===== src/rtl/sdram_port_arbiter.sv =====
// Three-port arbiter onto one SDRAM controller CPU port: p0 priority with burst cap, p1/p2 round-robin.
// Latency: mem_req one cycle after an eligible request is seen in IDLE; port ack one cycle after mem_ack.
// Backpressure: level req/ack on both sides; one transaction in flight, new grants wait for mem_ack low.
module sdram_port_arbiter #(
    parameter int ADDRESS_WIDTH = 23,
    parameter int P0_MAX_BURST  = 4
) (
    input  logic                     clk,
    input  logic                     nreset,
    input  logic                     p0_req,
    input  logic [ADDRESS_WIDTH-1:0] p0_address,
    output logic [31:0]              p0_data_out,
    output logic                     p0_ack,
    input  logic                     p1_req,
    input  logic [ADDRESS_WIDTH-1:0] p1_address,
    output logic [31:0]              p1_data_out,
    output logic                     p1_ack,
    input  logic                     p2_req,
    input  logic [ADDRESS_WIDTH-1:0] p2_address,
    output logic [31:0]              p2_data_out,
    output logic                     p2_ack,
    input  logic [31:0]              p2_data_in,
    input  logic [3:0]               p2_nwr,
    output logic                     mem_req,
    output logic [ADDRESS_WIDTH-1:0] mem_address,
    output logic [31:0]              mem_data_out,
    output logic [3:0]               mem_nwr,
    input  logic [31:0]              mem_data_in,
    input  logic                     mem_ack
);

    localparam logic [1:0] ST_IDLE    = 2'd0;
    localparam logic [1:0] ST_BUSY    = 2'd1;
    localparam logic [1:0] ST_RELEASE = 2'd2;
    localparam logic [3:0] P0_MAX     = 4'(P0_MAX_BURST);

    logic [1:0]               state_q, state_d;
    logic [1:0]               grant_q, grant_d;
    logic [3:0]               streak_q, streak_d;
    logic                     rr_q, rr_d;           // last round-robin winner: 0 = p1, 1 = p2
    logic                     mem_req_q, mem_req_d;
    logic [ADDRESS_WIDTH-1:0] mem_addr_q, mem_addr_d;
    logic [31:0]              mem_dat_q, mem_dat_d;
    logic [3:0]               mem_nwr_q, mem_nwr_d;
    logic [2:0]               ack_q, ack_d;
    logic [2:0][31:0]         dout_q, dout_d;

    logic [2:0]               req;
    logic [2:0]               elig;
    logic [1:0]               win;
    logic [ADDRESS_WIDTH-1:0] win_addr;

    assign req  = {p2_req, p1_req, p0_req};
    assign elig = req & ~ack_q;

    // Pick the winner among eligible ports: p0 first unless its streak is exhausted while others wait.
    always_comb begin
        win = 2'd0;
        if (elig[0] && ((streak_q < P0_MAX) || !(elig[1] || elig[2]))) begin
            win = 2'd0;
        end else if (elig[1] && elig[2]) begin
            win = rr_q ? 2'd1 : 2'd2;
        end else if (elig[1]) begin
            win = 2'd1;
        end else if (elig[2]) begin
            win = 2'd2;
        end
        case (win)
            2'd1:    win_addr = p1_address;
            2'd2:    win_addr = p2_address;
            default: win_addr = p0_address;
        endcase
    end

    // Next-state: grant in IDLE, complete in BUSY, wait for the controller to drop mem_ack in RELEASE.
    always_comb begin
        state_d    = state_q;
        grant_d    = grant_q;
        streak_d   = streak_q;
        rr_d       = rr_q;
        mem_req_d  = mem_req_q;
        mem_addr_d = mem_addr_q;
        mem_dat_d  = mem_dat_q;
        mem_nwr_d  = mem_nwr_q;
        dout_d     = dout_q;
        // an ack falls as soon as its requester has let go, whatever the state
        ack_d      = ack_q & req;
        case (state_q)
            ST_IDLE: begin
                if ((elig != 3'b000) && !mem_ack) begin
                    grant_d    = win;
                    mem_req_d  = 1'b1;
                    mem_addr_d = win_addr;
                    mem_dat_d  = (win == 2'd2) ? p2_data_in : 32'h0;
                    mem_nwr_d  = (win == 2'd2) ? p2_nwr : 4'hF;
                    state_d    = ST_BUSY;
                    if (win == 2'd0) begin
                        if (streak_q != 4'hF) streak_d = streak_q + 4'd1;
                    end else begin
                        streak_d = 4'd0;
                        rr_d     = (win == 2'd2);
                    end
                end
            end
            ST_BUSY: begin
                if (mem_ack) begin
                    mem_req_d       = 1'b0;
                    dout_d[grant_q] = mem_data_in;
                    ack_d[grant_q]  = 1'b1;
                    state_d         = ST_RELEASE;
                end
            end
            ST_RELEASE: begin
                if (!mem_ack) state_d = ST_IDLE;
            end
            default: state_d = ST_IDLE;
        endcase
    end

    // State registers; reset abandons any transaction in flight without acking it.
    always_ff @(posedge clk) begin
        if (!nreset) begin
            state_q    <= ST_IDLE;
            grant_q    <= 2'd0;
            streak_q   <= 4'd0;
            rr_q       <= 1'b0;
            mem_req_q  <= 1'b0;
            mem_addr_q <= '0;
            mem_dat_q  <= 32'h0;
            mem_nwr_q  <= 4'hF;
            ack_q      <= 3'b000;
            dout_q     <= '0;
        end else begin
            state_q    <= state_d;
            grant_q    <= grant_d;
            streak_q   <= streak_d;
            rr_q       <= rr_d;
            mem_req_q  <= mem_req_d;
            mem_addr_q <= mem_addr_d;
            mem_dat_q  <= mem_dat_d;
            mem_nwr_q  <= mem_nwr_d;
            ack_q      <= ack_d;
            dout_q     <= dout_d;
        end
    end

    assign mem_req      = mem_req_q;
    assign mem_address  = mem_addr_q;
    assign mem_data_out = mem_dat_q;
    assign mem_nwr      = mem_nwr_q;
    assign p0_ack       = ack_q[0];
    assign p1_ack       = ack_q[1];
    assign p2_ack       = ack_q[2];
    assign p0_data_out  = dout_q[0];
    assign p1_data_out  = dout_q[1];
    assign p2_data_out  = dout_q[2];

endmodule


===== config.mk =====
export PLATFORM = sky130hd
export DESIGN_NAME = sdram_port_arbiter
export DESIGN_NICKNAME = d
export VERILOG_FILES = /design/src/rtl/sdram_port_arbiter.sv
export SDC_FILE = /design/constraint.sdc
export NUM_CORES = 1
export LEC_CHECK = 0
export CORE_MARGIN = 8
export CORE_UTILIZATION = 45
export CTS_BUF_LIST = sky130_fd_sc_hd__clkbuf_4
export CTS_CLUSTER_DIAMETER = 30
export CTS_CLUSTER_SIZE = 30
export DETAILED_ROUTE_END_ITERATION = 8
export MAX_ROUTING_LAYER = met4
export PLACE_DENSITY_LB_ADDON = 0.3
export SLEW_MARGIN = 20
export SYNTH_ARGS = -nofsm -noshare
export SYNTH_HDL_FRONTEND = slang
export SYNTH_SLANG_ARGS = --single-unit

===== constraint.sdc =====
create_clock -name clk -period 5 [get_ports clk]
set_clock_uncertainty 0.2 [all_clocks]
set_input_delay 1.5 -clock clk [delete_from_list [all_inputs] [get_ports clk]]
set_output_delay 1.5 -clock clk [all_outputs]
set_load 0.01 [all_outputs]

=== Word level (Yosys, flattened, before mapping) ===
Cells that the tools add are included.

* Output and inout bits: 159
* Register bits after elaboration: 168
* Bits of input ports: 143
* Logic and storage cells: 72

* Eq/ne operators: 9
* Bitwise operators: 5
* $lt $le $gt $ge: 3
* Add/sub/neg operators: 1
* Reductions and logical operators: 18
* Mux-type cells: 24

{| class="wikitable"
|+ Operators by type and width
! cell !! count
|-
| bitwise mux 96 bit || 1
|-
| demux 32 bit (select 2 bit) || 1
|-
| two-way mux 32 bit || 2
|-
| one-hot mux 23 bit (2 select lines) || 1
|-
| two-way mux 2 bit || 8
|-
| two-way mux 4 bit || 3
|-
| AND reduction 3 bit || 4
|-
| AND 3 bit || 2
|-
| two-way mux 3 bit || 2
|-
| inequality test 2 bit, second input constant || 3
|-
| one-hot mux 2 bit (3 select lines) || 1
|-
| adder 4 x 1 -> 4 bit, second input constant || 1
|-
| == test 2 x 1 -> 1 bit, second input constant || 2
|-
| == test 2 bit, second input constant || 2
|-
| logical AND 1 bit || 4
|-
| logical NOT 2 bit || 2
|-
| < comparator 4 x 3 -> 1 bit, second input constant || 1
|-
| inequality test 4 bit, second input constant || 1
|-
| AND reduction 2 bit || 2
|-
| < comparator 2 x 3 -> 1 bit, second input constant || 1
|-
| two-way mux 1 bit || 3
|-
| inverter 3 bit || 1
|-
| OR 3 bit || 1
|-
| nonzero test 3 bit || 1
|-
| other kinds (8) || 10
|}

=== Longest topological paths before layout ===
Gate-level depths: netlist of the first run.

* Depth in word-level cells: 10
* Depth in mapped cells: 10
* Mapped depth without buffers: 8

=== Worst setup path before layout of the first run ===
OpenSTA, ideal clock, no wires.

* Path type: input-to-reg
* Start: input p0_req
* End: register mem_addr_q[10], in the netlist mem_address[10]
* Arrival: 3.162 ns
* Data required time: 4.730 ns
* Slack: 1.568 ns
* Stages: 10
* Path through: nor4b_1 a311oi_1 inv_1 ha_1 clkbuf_1 clkbuf_1 nand2_1 o21ai_0 nand2_1 a21oi_1

* Cells in the longest elaborated chain, start to end: 5
* Elaborated cells on any way between the ends: 9
* Those cells by class: 2 x eq/ne; 2 x mux; 1 x bitwise; 4 x reduce/logical

{| class="wikitable"
|+ RTL lines
! item !! RTL line !! RTL
|-
| start: declaration || 10 || <nowiki>input logic p0_req,</nowiki>
|-
| AND 3 bit (*) || 54 || <nowiki>assign elig = req & ~ack_q;</nowiki>
|-
| logical AND 1 bit (*) || 59 || <nowiki>if (elig[0] && ((streak_q < P0_MAX) || !(elig[1] || elig[2]))) begin</nowiki>
|-
| two-way mux 2 bit (*) || 59 ||
|-
| named net win[1] || 50 || <nowiki>logic [1:0] win;</nowiki>
|-
| == test 2 bit / == test 2 x 1 -> 1 bit (equally long branches) || 68 || <nowiki>case (win)</nowiki>
|-
| one-hot mux 23 bit (2 select lines) (*) || 68 ||
|-
| end signal: assignment || 139 || <nowiki>mem_addr_q <= mem_addr_d;</nowiki>
|-
| end: declaration || 42 || <nowiki>logic [ADDRESS_WIDTH-1:0] mem_addr_q, mem_addr_d;</nowiki>
|}

Mark *: on every way through the listed nets, which the timed path passes. The rest lies on a longest branch.
A chain may end at the register's enable or synchronous reset.

=== Final worst setup path of the first run ===
* Start: input p2_req
* End: register mem_nwr_q[0], in the netlist mem_nwr[0]

* Cells in the longest elaborated chain, start to end: 8
* Elaborated cells on any way between the ends: 15
* Those cells by class: 1 x eq/ne; 5 x mux; 1 x bitwise; 8 x reduce/logical

{| class="wikitable"
|+ RTL lines
! item !! RTL line !! RTL
|-
| start: declaration || 18 || <nowiki>input logic p2_req,</nowiki>
|-
| AND 3 bit (*) || 54 ||
|-
| branches (longest 4 deep; another with two-way mux 2 bit) || n/a ||
|-
| two-way mux 2 bit (*) || 59 ||
|-
| named net win[1] || 50 ||
|-
| == test 2 bit (*) || 95 || <nowiki>mem_nwr_d = (win == 2'd2) ? p2_nwr : 4'hF;</nowiki>
|-
| two-way mux 4 bit (*) || 95 ||
|-
| end signal: assignment || 141 || <nowiki>mem_nwr_q <= mem_nwr_d;</nowiki>
|-
| end: declaration || 44 || <nowiki>logic [3:0] mem_nwr_q, mem_nwr_d;</nowiki>
|}

Mark *: on every way through the listed nets, which the timed path passes.

==> flow_metrics.py, run 1 <==
metrics = {
    "pwr": {
        "clkPwrFrac": 0.291,
        "vdd_drop_max_mv": 0.158,
        "pwr-share-comb": 0.155,
        "seqPwrFrac": 0.554,
        "power.density_mw_per_mm2": 254,
        "leakagePower_nw": 3.33,
        "intPower_w": 0.00185,
        "switching_share": 0.265,
        "power_w": 0.00251,
        "p_switching_w": 0.000666,
    },
    "timing": {
        "final-setup-viol-count": 0,
        "period_share": 0.737,
        "finalHoldViolCount": 0,
        "max_freq_ghz": 0.272,
        "hold_ws_ns": 0.257,
        "worst_pin_slew_ns": 0.869,
        "fin_tns_setup_ns": 0,
        "min_period_ns": 3.68,
        "slew_headroom": 0.421,
        "report.final.slew_viol_count": 0,
        "rsz0062_at_grt": "no",
    },
    "route": {
        "wire_per_inst_um": 16.9,
        "drc": 0,
        "antenna_left": 0,
        "viasPerCell": 5.14,
        "drt_first_pass_iters": 5,
        "via_count": 6697,
        "drt-total-wl_mm": 22.0,
        "drtIter0Drc": 366,
    },
    "logic_synthesis": {
        "synth_top_cell_area_share": 0.520,
        "synth_edf_count": 0,
        "synthDistinctLibCells": 38,
        "synth_area_mm2": 0.00647,
        "synth.most_common_cell": "nand2_1",
        "netlist_instances": 836,
        "synthTopCellsByArea": "dfxtp_1 (52%), nand2_1 (18%), a21oi_1 (12%), clkbuf_1 (3.1%), a22oi_1 (2.7%)",
        "ys_seq_area_frac": 0.520,
        "yosysWarnings": 0,
        "synth_nets": 983,
        "ys_ff_latch": 168,
        "synth_common_cells": "nand2_1 (304), dfxtp_1 (168), a21oi_1 (161), clkbuf_1 (53), nand3_1 (33)",
        "avgSynthCellArea_um2": 7.74,
        "synth_top_area_cell": "dfxtp_1",
        "synthFlopType": "dfxtp_1",
        "async_flop_share": 0,
    },
    "floorplan": {
        "die-width_um": 136,
        "core_area_mm2": 0.0143,
        "start_util": 0.452,
        "top_level_ports": 302,
        "die-height_um": 136,
        "fp-row-count": 44,
        "die-area_mm2": 0.0185,
    },
    "worst_setup_path": {
        "start_kind": "primary input",
        "timing.critical_path.to_type": "register",
        "critical_path_arrival_ns": 3.91,
        "crit_fanout": 25,
        "ff2ff_setup_slack_ns": 2.31,
        "worstSetupPathType": "in2reg",
        "worstPathRequired_ns": 5.23,
    },
    "cts": {
        "postCtsSetupBuffers": 0,
        "htree_levels": 4,
        "cts_buffer_depth": 2,
        "cts-buffers-inserted": 17,
        "postCtsResizedCells": 0,
        "cts_tree": "done",
        "cts_root_buffer": "clkbuf_4",
        "clk_pin_slew_worst_paths_ns": 0.13,
        "insertion_delay_ns": 0.57,
        "hold_buffers": 0,
        "cts.sinks": 168,
    },
    "global_routing": {
        "globalRouteTotalUtil": 0.235,
        "met1_usage": 0.267,
        "busiest_layer": "met2",
        "grt.overflow.total": 0,
        "met3_usage": 0.0632,
        "antenna_found_initial": 1,
        "grt_pass1_vias": 6382,
        "grt_max_degree": 59,
        "grt_util_met2": 0.387,
        "grt_pass1_wl_mm": 33.1,
    },
    "final_layout": {
        "multi_input_area_mm2": 0.00282,
        "drive_gt1_frac": 0.0483,
        "area_delta_synth_final_pct": 52.7,
        "fillers": 1226,
        "fin_nets": 1252,
        "register_area_mm2": 0.00336,
        "utilization": 0.690,
    },
    "place": {
        "hpwlAfterDp_mm": 15.8,
        "io_buffers": 301,
        "gp_congestion": 0.817,
    },
    "hold_path": {
        "hold_class": "reg2reg",
    },
    "run": {
        "maxCapViolations": 0,
    },
    "status": {
        "status": "completed",
    },
}
## path summary, 6_finish.rpt
path | start | end | cells past startpoint
worst max register to register | ack_q[2] | mem_nwr[0] | 6
worst min-delay path | mem_data_out[20] | mem_data_out[20] | 2
worst min register to register | mem_data_out[20] | mem_data_out[20] | 2
worst max-delay path | p2_req | mem_nwr[0] | 7
## metrics by stage
stage / area, µm² / setup WS (ns) / instances
after floorplan: 6470 / 1.57 / 836
after global placement: 9620 / 0.866 / 1270
after detailed placement: 9620 / 0.770 / 1270
after CTS: 9880 / 1.39 / 1302
after global routing: 9880 / 1.05 / 1303
final: 9880 / 1.32 / 1303
## sequential cells by signal, indices dropped and copies added (netlist names)
name          cells
rr_q              1
mem_data_out     32
mem_req           1
mem_nwr           4
p2_data_out      32
ack_q             3
p1_data_out      32
streak_q          4
mem_address      23
state_q           2
p0_data_out      32
grant_q           2
## critical path: stages
cell and delay, ns:
clkdlybuf4s50_1 0.49, nand2b_1 0.15, a311oi_1 0.46, ha_2 0.62, buf_4 0.36, nor3b_1 0.22
o21ai_0 0.09
## placed cells by master (no fill, tap or decap), drive strengths merged, types with 2 or more instances in the layout
cell type and count:
a21oi 161, a22oi 23, buf 16, clkbuf 21, clkdlybuf4s50 301, clkinv 7
clkinvlp 2, dfxtp 168, ha 4, inv 5, nand2 304, nand2b 3
nand3 33, nand4 3, nand4b 3, nor2 6, nor2b 3, nor3 2
nor3b 5, nor4b 2, o21ai 30
## cell families after synthesis
logic type	share of synthesized area
and+or+nand+nor	0.237
xor gates and xnor gates	0.00135
buffers and inverters	0.0488
AOI/OAI and AO/OA	0.185
adders and majority gates	0.00774
DFF	0.520
## layer usage
layer,share of wire,up-vias
met5,0,-
met4,0.028,0
met3,0.074,44
met2,0.49,257
met1,0.41,3058
li1,-,3338
## power by group through the flow
stage	clock [W]	combinational (W)	sequential [W]
2_1_floorplan	0	0.000147	0.00143
3_3_place_gp	0	0.000385	0.00142
3_5_place_dp	0	0.000388	0.00142
4_1_cts	0.000755	0.000390	0.00139
5_1_grt	0.000808	0.000422	0.00140
6_report	0.000732	0.000389	0.00139
## final cells by class
cell class | count | area share
diodes | 1 | 0.000253
inverters | 4 | 0.00177
flip-flops and latches | 168 | 0.340
multi-input cells | 597 | 0.286
clock inverters | 11 | 0.0101
clock buffers | 21 | 0.0160
well taps | 184 | 0.0233
repair buffers | 317 | 0.322
Power figures use the tool's default switching activity.
==> run 2: changes to the inputs <==
Settings changed: CORE_UTILIZATION 45 to 43.
Clock period 5 ns to 3.7 ns, I/O delays scaled along.
==> run 2 against run 1 <==
Against the previous run: sequential cell count did not move; cell count rose by 0.92%; global-route usage fell by 0.072 points.
==> flow_metrics.py, run 2 (same netlist as run 1, synthesis figures left out) <==
metrics = {
    "status": {
        "status": "completed",
    },
    "timing": {
        "report.final.slew_viol_count": 0,
        "final-setup-viol-count": 0,
        "worst_pin_slew_ns": 0.617,
        "rsz0062_at_grt": "no",
        "max_freq_ghz": 0.343,
        "slew_headroom": 0.589,
        "finalHoldViolCount": 0,
        "fin_tns_setup_ns": 0,
        "period_share": 0.788,
        "min_period_ns": 2.92,
    },
    "worst_setup_path": {
        "cp_top_family": "buffers and inverters",
        "cpPeakStageDelay_ns": 0.64,
        "worstSetupPathType": "reg2out",
        "crit_chain": "clkdlybuf4s50_1",
        "crit_fanout": 4,
        "start_kind": "register",
        "critical_path_arrival_ns": 1.61,
        "timing.critical_path.to_type": "primary output",
        "path_buf_inv": 1,
        "worstPathRequired_ns": 2.39,
        "slowest_stage": "clkdlybuf4s50_1",
    },
    "global_routing": {
        "grt.overflow.total": 0,
        "grt_max_degree": 53,
        "grt_pass1_wl_mm": 35.2,
        "antenna_found_initial": 1,
        "globalRouteTotalUtil": 0.234,
        "grt_pass1_vias": 6659,
    },
    "route": {
        "drt_first_pass_iters": 5,
        "drc": 0,
        "antenna_left": 0,
        "drt-total-wl_mm": 22.3,
        "drtIter0Drc": 367,
        "via_count": 6813,
        "wire_per_inst_um": 16.9,
        "viasPerCell": 5.18,
    },
    "floorplan": {
        "die-area_mm2": 0.0192,
        "fp-row-count": 45,
        "die-height_um": 139,
        "start_util": 0.432,
        "core_area_mm2": 0.0150,
        "die-width_um": 139,
        "top_level_ports": 302,
    },
    "cts": {
        "hold_buffers": 0,
        "cts-buffers-inserted": 17,
        "postCtsResizedCells": 0,
        "clk_pin_slew_worst_paths_ns": 0.14,
        "cts_buffer_depth": 2,
        "cts_tree": "done",
        "cts_root_buffer": "clkbuf_4",
        "postCtsSetupBuffers": 0,
        "htree_levels": 4,
        "cts.sinks": 168,
        "insertion_delay_ns": 0.56,
    },
    "final_layout": {
        "fin_nets": 1260,
        "area_delta_synth_final_pct": 53.9,
        "drive_gt1_frac": 0.0542,
        "mostFrequentLayoutCells": "nand2_1 (304), clkdlybuf4s50_1 (301), dfxtp_1 (168), a21oi_1 (161), nand3_1 (33)",
        "fillers": 1299,
        "final_common_cell": "nand2_1",
    },
    "place": {
        "hpwlAfterDp_mm": 16.4,
        "gp_congestion": 0.801,
        "io_buffers": 301,
    },
    "pwr": {
        "leakagePower_nw": 3.37,
        "power_w": 0.00348,
        "power.density_mw_per_mm2": 349,
        "vdd_drop_max_mv": 0.215,
    },
    "hold_path": {
        "hold_class": "reg2reg",
    },
    "run": {
        "maxCapViolations": 0,
    },
}
run 2: worst register-to-register path: stages, from the launching register on:
cell,delay [ns]
dfxtp_1,0.55
or3_1,0.27
a31o_2,0.54
buf_4,0.42
nand2_1,0.12
a21oi_1,0.16
run 2: final timing paths:
kind / depth (start not counted) / slack (ns) / start / endpoint
worst max-delay path: 1 / 0.78 / ack_q[0] / p0_ack
worst min-delay path: 2 / 0.26 / mem_data_out[17] / mem_data_out[17]
worst max register to register: 5 / 1.39 / state_q[1] / mem_address[18]
worst min register to register: 2 / 0.26 / mem_data_out[17] / mem_data_out[17]
run 2: cell type report:
| class | count | area (µm²) | share of cell area |
|---|---|---|---|
| diodes | 1 | 2.50 | 0.000251 |
| clock buffers | 18 | 135 | 0.0136 |
| clock inverters | 14 | 148 | 0.0148 |
| inverters | 4 | 17.5 | 0.00176 |
| multi-input cells | 597 | 2820 | 0.284 |
| flip-flops and latches | 168 | 3360 | 0.338 |
| well taps | 188 | 235 | 0.0236 |
| repair buffers | 325 | 3230 | 0.324 |
run 2: per-stage QoR:
| stage | util | hold WS [ns] | worst slack (ns) | cells | instance area (µm²) |
|---|---|---|---|---|---|
| after floorplan | - | 0.268 | 0.658 | 836 | 6470 |
| after global placement | 0.646 | 0.239 | 0.282 | 1282 | 9670 |
| after detailed placement | 0.646 | 0.242 | 0.208 | 1282 | 9670 |
| after CTS | 0.665 | 0.261 | 0.725 | 1314 | 9950 |
| after global routing | 0.665 | 0.275 | 0.520 | 1315 | 9960 |
| final | 0.665 | 0.259 | 0.783 | 1315 | 9960 |
run 2: power breakdown:
part / switching [W] / total [W] / internal (W)
sequential: 0.0000269 / 0.00188 / 0.00185
combinational: 0.000248 / 0.000527 / 0.000279
clock: 0.000658 / 0.00107 / 0.000413
run 2: layer usage:
layer  wire, µm  global-route usage  up-vias
li1           -                   -     3347
met1       9000               0.255     3192
met2      11000               0.386      249
met3       1870              0.0929       25
met4        395              0.0739        0
met5          0                   -        -
==> run 3: changes to the inputs <==
Settings changed: CORE_UTILIZATION 43 to 38.
Clock period 3.7 ns to 2.5 ns, I/O delays scaled along.
==> run 3 against run 2 <==
Against the previous run: register-to-register slack worse by 1.1 ns; count of clock-buffer cells in the layout down 1; global-route usage shrank 2.6 points; first-iteration DRC count decreased by 23%; worst hold slack lost 0.00088 ns; worst setup slack lost 0.77 ns; critical path depth grew 8; largest power group unchanged; cell count up 4.1%; sequential cell count is the same.
==> flow_metrics.py, run 3 (same netlist as run 1, synthesis figures left out) <==
metrics = {
    "floorplan": {
        "core_area_mm2": 0.0166,
        "start_util": 0.389,
        "fp-row-count": 47,
        "die-width_um": 146,
        "die-area_mm2": 0.0215,
        "die-height_um": 146,
        "top_level_ports": 302,
    },
    "cts": {
        "cts_buffer_depth": 2,
        "cts_root_buffer": "clkbuf_4",
        "cts-buffers-inserted": 17,
        "postCtsSetupBuffers": 0,
        "cts.sinks": 168,
        "htree_levels": 4,
        "clk_pin_slew_worst_paths_ns": 0.14,
        "insertion_delay_ns": 0.54,
        "cts_tree": "done",
    },
    "place": {
        "hpwlAfterDp_mm": 16.1,
        "gp_congestion": 0.817,
        "io_buffers": 301,
        "pre_cts_ws_ns": -0.632,
    },
    "pwr": {
        "vdd_drop_max_mv": 0.262,
        "power_w": 0.00503,
        "power.density_mw_per_mm2": 479,
        "intPower_w": 0.00361,
        "p_switching_w": 0.00142,
        "leakagePower_nw": 5.25,
        "seqPwrFrac": 0.553,
        "switching_share": 0.283,
        "pwr-share-comb": 0.162,
        "clkPwrFrac": 0.284,
    },
    "global_routing": {
        "grt_max_degree": 70,
        "grt_pass1_wl_mm": 34.9,
        "globalRouteTotalUtil": 0.208,
        "grt_pass1_vias": 6620,
        "antenna_found_initial": 2,
        "grt.overflow.total": 0,
    },
    "timing": {
        "report.final.slew_viol_count": 0,
        "hold_ws_ns": 0.258,
        "max_freq_ghz": 0.403,
        "finalHoldViolCount": 0,
        "worst_pin_slew_ns": 0.412,
        "slew_headroom": 0.725,
        "fin_tns_setup_ns": 0,
        "setup_ws_ns": 0.0172,
        "final-setup-viol-count": 0,
        "period_share": 0.993,
        "min_period_ns": 2.48,
    },
    "route": {
        "drt_first_pass_iters": 5,
        "wire_per_inst_um": 16.5,
        "drtIter0Drc": 282,
        "drc": 0,
        "antenna_left": 0,
        "via_count": 6750,
        "drt-total-wl_mm": 22.5,
        "viasPerCell": 4.93,
    },
    "worst_setup_path": {
        "critical_path_arrival_ns": 2.71,
        "worstSetupPathType": "in2reg",
        "worstPathRequired_ns": 2.73,
        "timing.critical_path.to_type": "register",
        "start_kind": "primary input",
        "crit_fanout": 12,
    },
    "status": {
        "status": "completed",
    },
    "final_layout": {
        "final_common_cell": "nand2_1",
        "mostFrequentLayoutCells": "nand2_1 (304), clkdlybuf4s50_1 (190), dfxtp_1 (166), a21oi_1 (161), dlymetal6s2s_1 (92)",
        "area_delta_synth_final_pct": 62.2,
        "fin_nets": 1282,
        "fillers": 1469,
        "drive_gt1_frac": 0.0732,
    },
    "run": {
        "maxCapViolations": 0,
    },
    "hold_path": {
        "hold_class": "reg2reg",
    },
}
==> run 3: changes by cell type in the layout (fill, tap and decap cells not counted), moves of 10 or more <==
cell,before,now
clkdlybuf4s50_1,301,190
dlymetal6s2s_1,0,92
dlygate4sd2_1,0,19
buf_12,3,15
buf_4,21,31
==> run 3: path summary, 6_finish.rpt <==
check / startpoint / end / slack (ns) / depth (start not counted)
max reg2reg: streak_q[2] / mem_nwr[1] / 0.28 / 8
max: p0_req / mem_nwr[1] / 0.02 / 9
min: mem_data_out[2] / mem_data_out[2] / 0.26 / 2
min reg2reg: mem_data_out[2] / mem_data_out[2] / 0.26 / 2
==> run 3: power by group through the flow <==
stage          Clock, W  Sequential, W  Combinational [W]
2_1_floorplan         0        0.00287           0.000298
3_3_place_gp          0        0.00284           0.000832
3_5_place_dp          0        0.00284           0.000836
4_1_cts         0.00150        0.00279           0.000834
5_1_grt         0.00161        0.00279           0.000892
6_report        0.00143        0.00278           0.000817
==> run 3: layout make-up <==
cell class | instances | area [µm²] | area share
repair buffers | 347 | 3750 | 0.358
flip-flops and latches | 168 | 3370 | 0.321
multi-input cells | 597 | 2830 | 0.270
well taps | 220 | 275 | 0.0262
clock buffers | 17 | 128 | 0.0122
clock inverters | 14 | 119 | 0.0113
inverters | 4 | 17.5 | 0.00167
diodes | 2 | 5.00 | 0.000477
==> run 3: metrics by stage <==
step                area, µm²  utilization  cells
finish                  10500        0.630   1369
global route            10500        0.630   1369
CTS                     10200        0.616   1367
detailed placement      10000        0.602   1336
global placement        10000        0.602   1336
floorplan                6480            -    836
==> run 3: what timing repair did <==
item | in CTS | in global routing
resized for setup | 19 | 98
hold buffers | 0 | 0
pin swaps | 0 | 1
endpoints found under the setup margin | 19 | 137
hold endpoints to repair | 0 | 0
==> run 3: metal layers <==
layer | GRT usage | vias to the layer above | routed length [µm]
li1 | - | 3393 | -
met1 | 0.233 | 3105 | 9140
met2 | 0.336 | 219 | 11100
met3 | 0.0692 | 33 | 1650
met4 | 0.0891 | 0 | 654
met5 | - | - | 0
==> run 3: critical path, cell delays in order <==
cell and delay [ns]:
clkdlybuf4s50_1 0.44, nor4b_2 0.19, a311oi_1 0.33, buf_4 0.18
ha_2 0.23, buf_12 0.15, buf_12 0.13, nor3b_1 0.21
o21ai_0 0.11
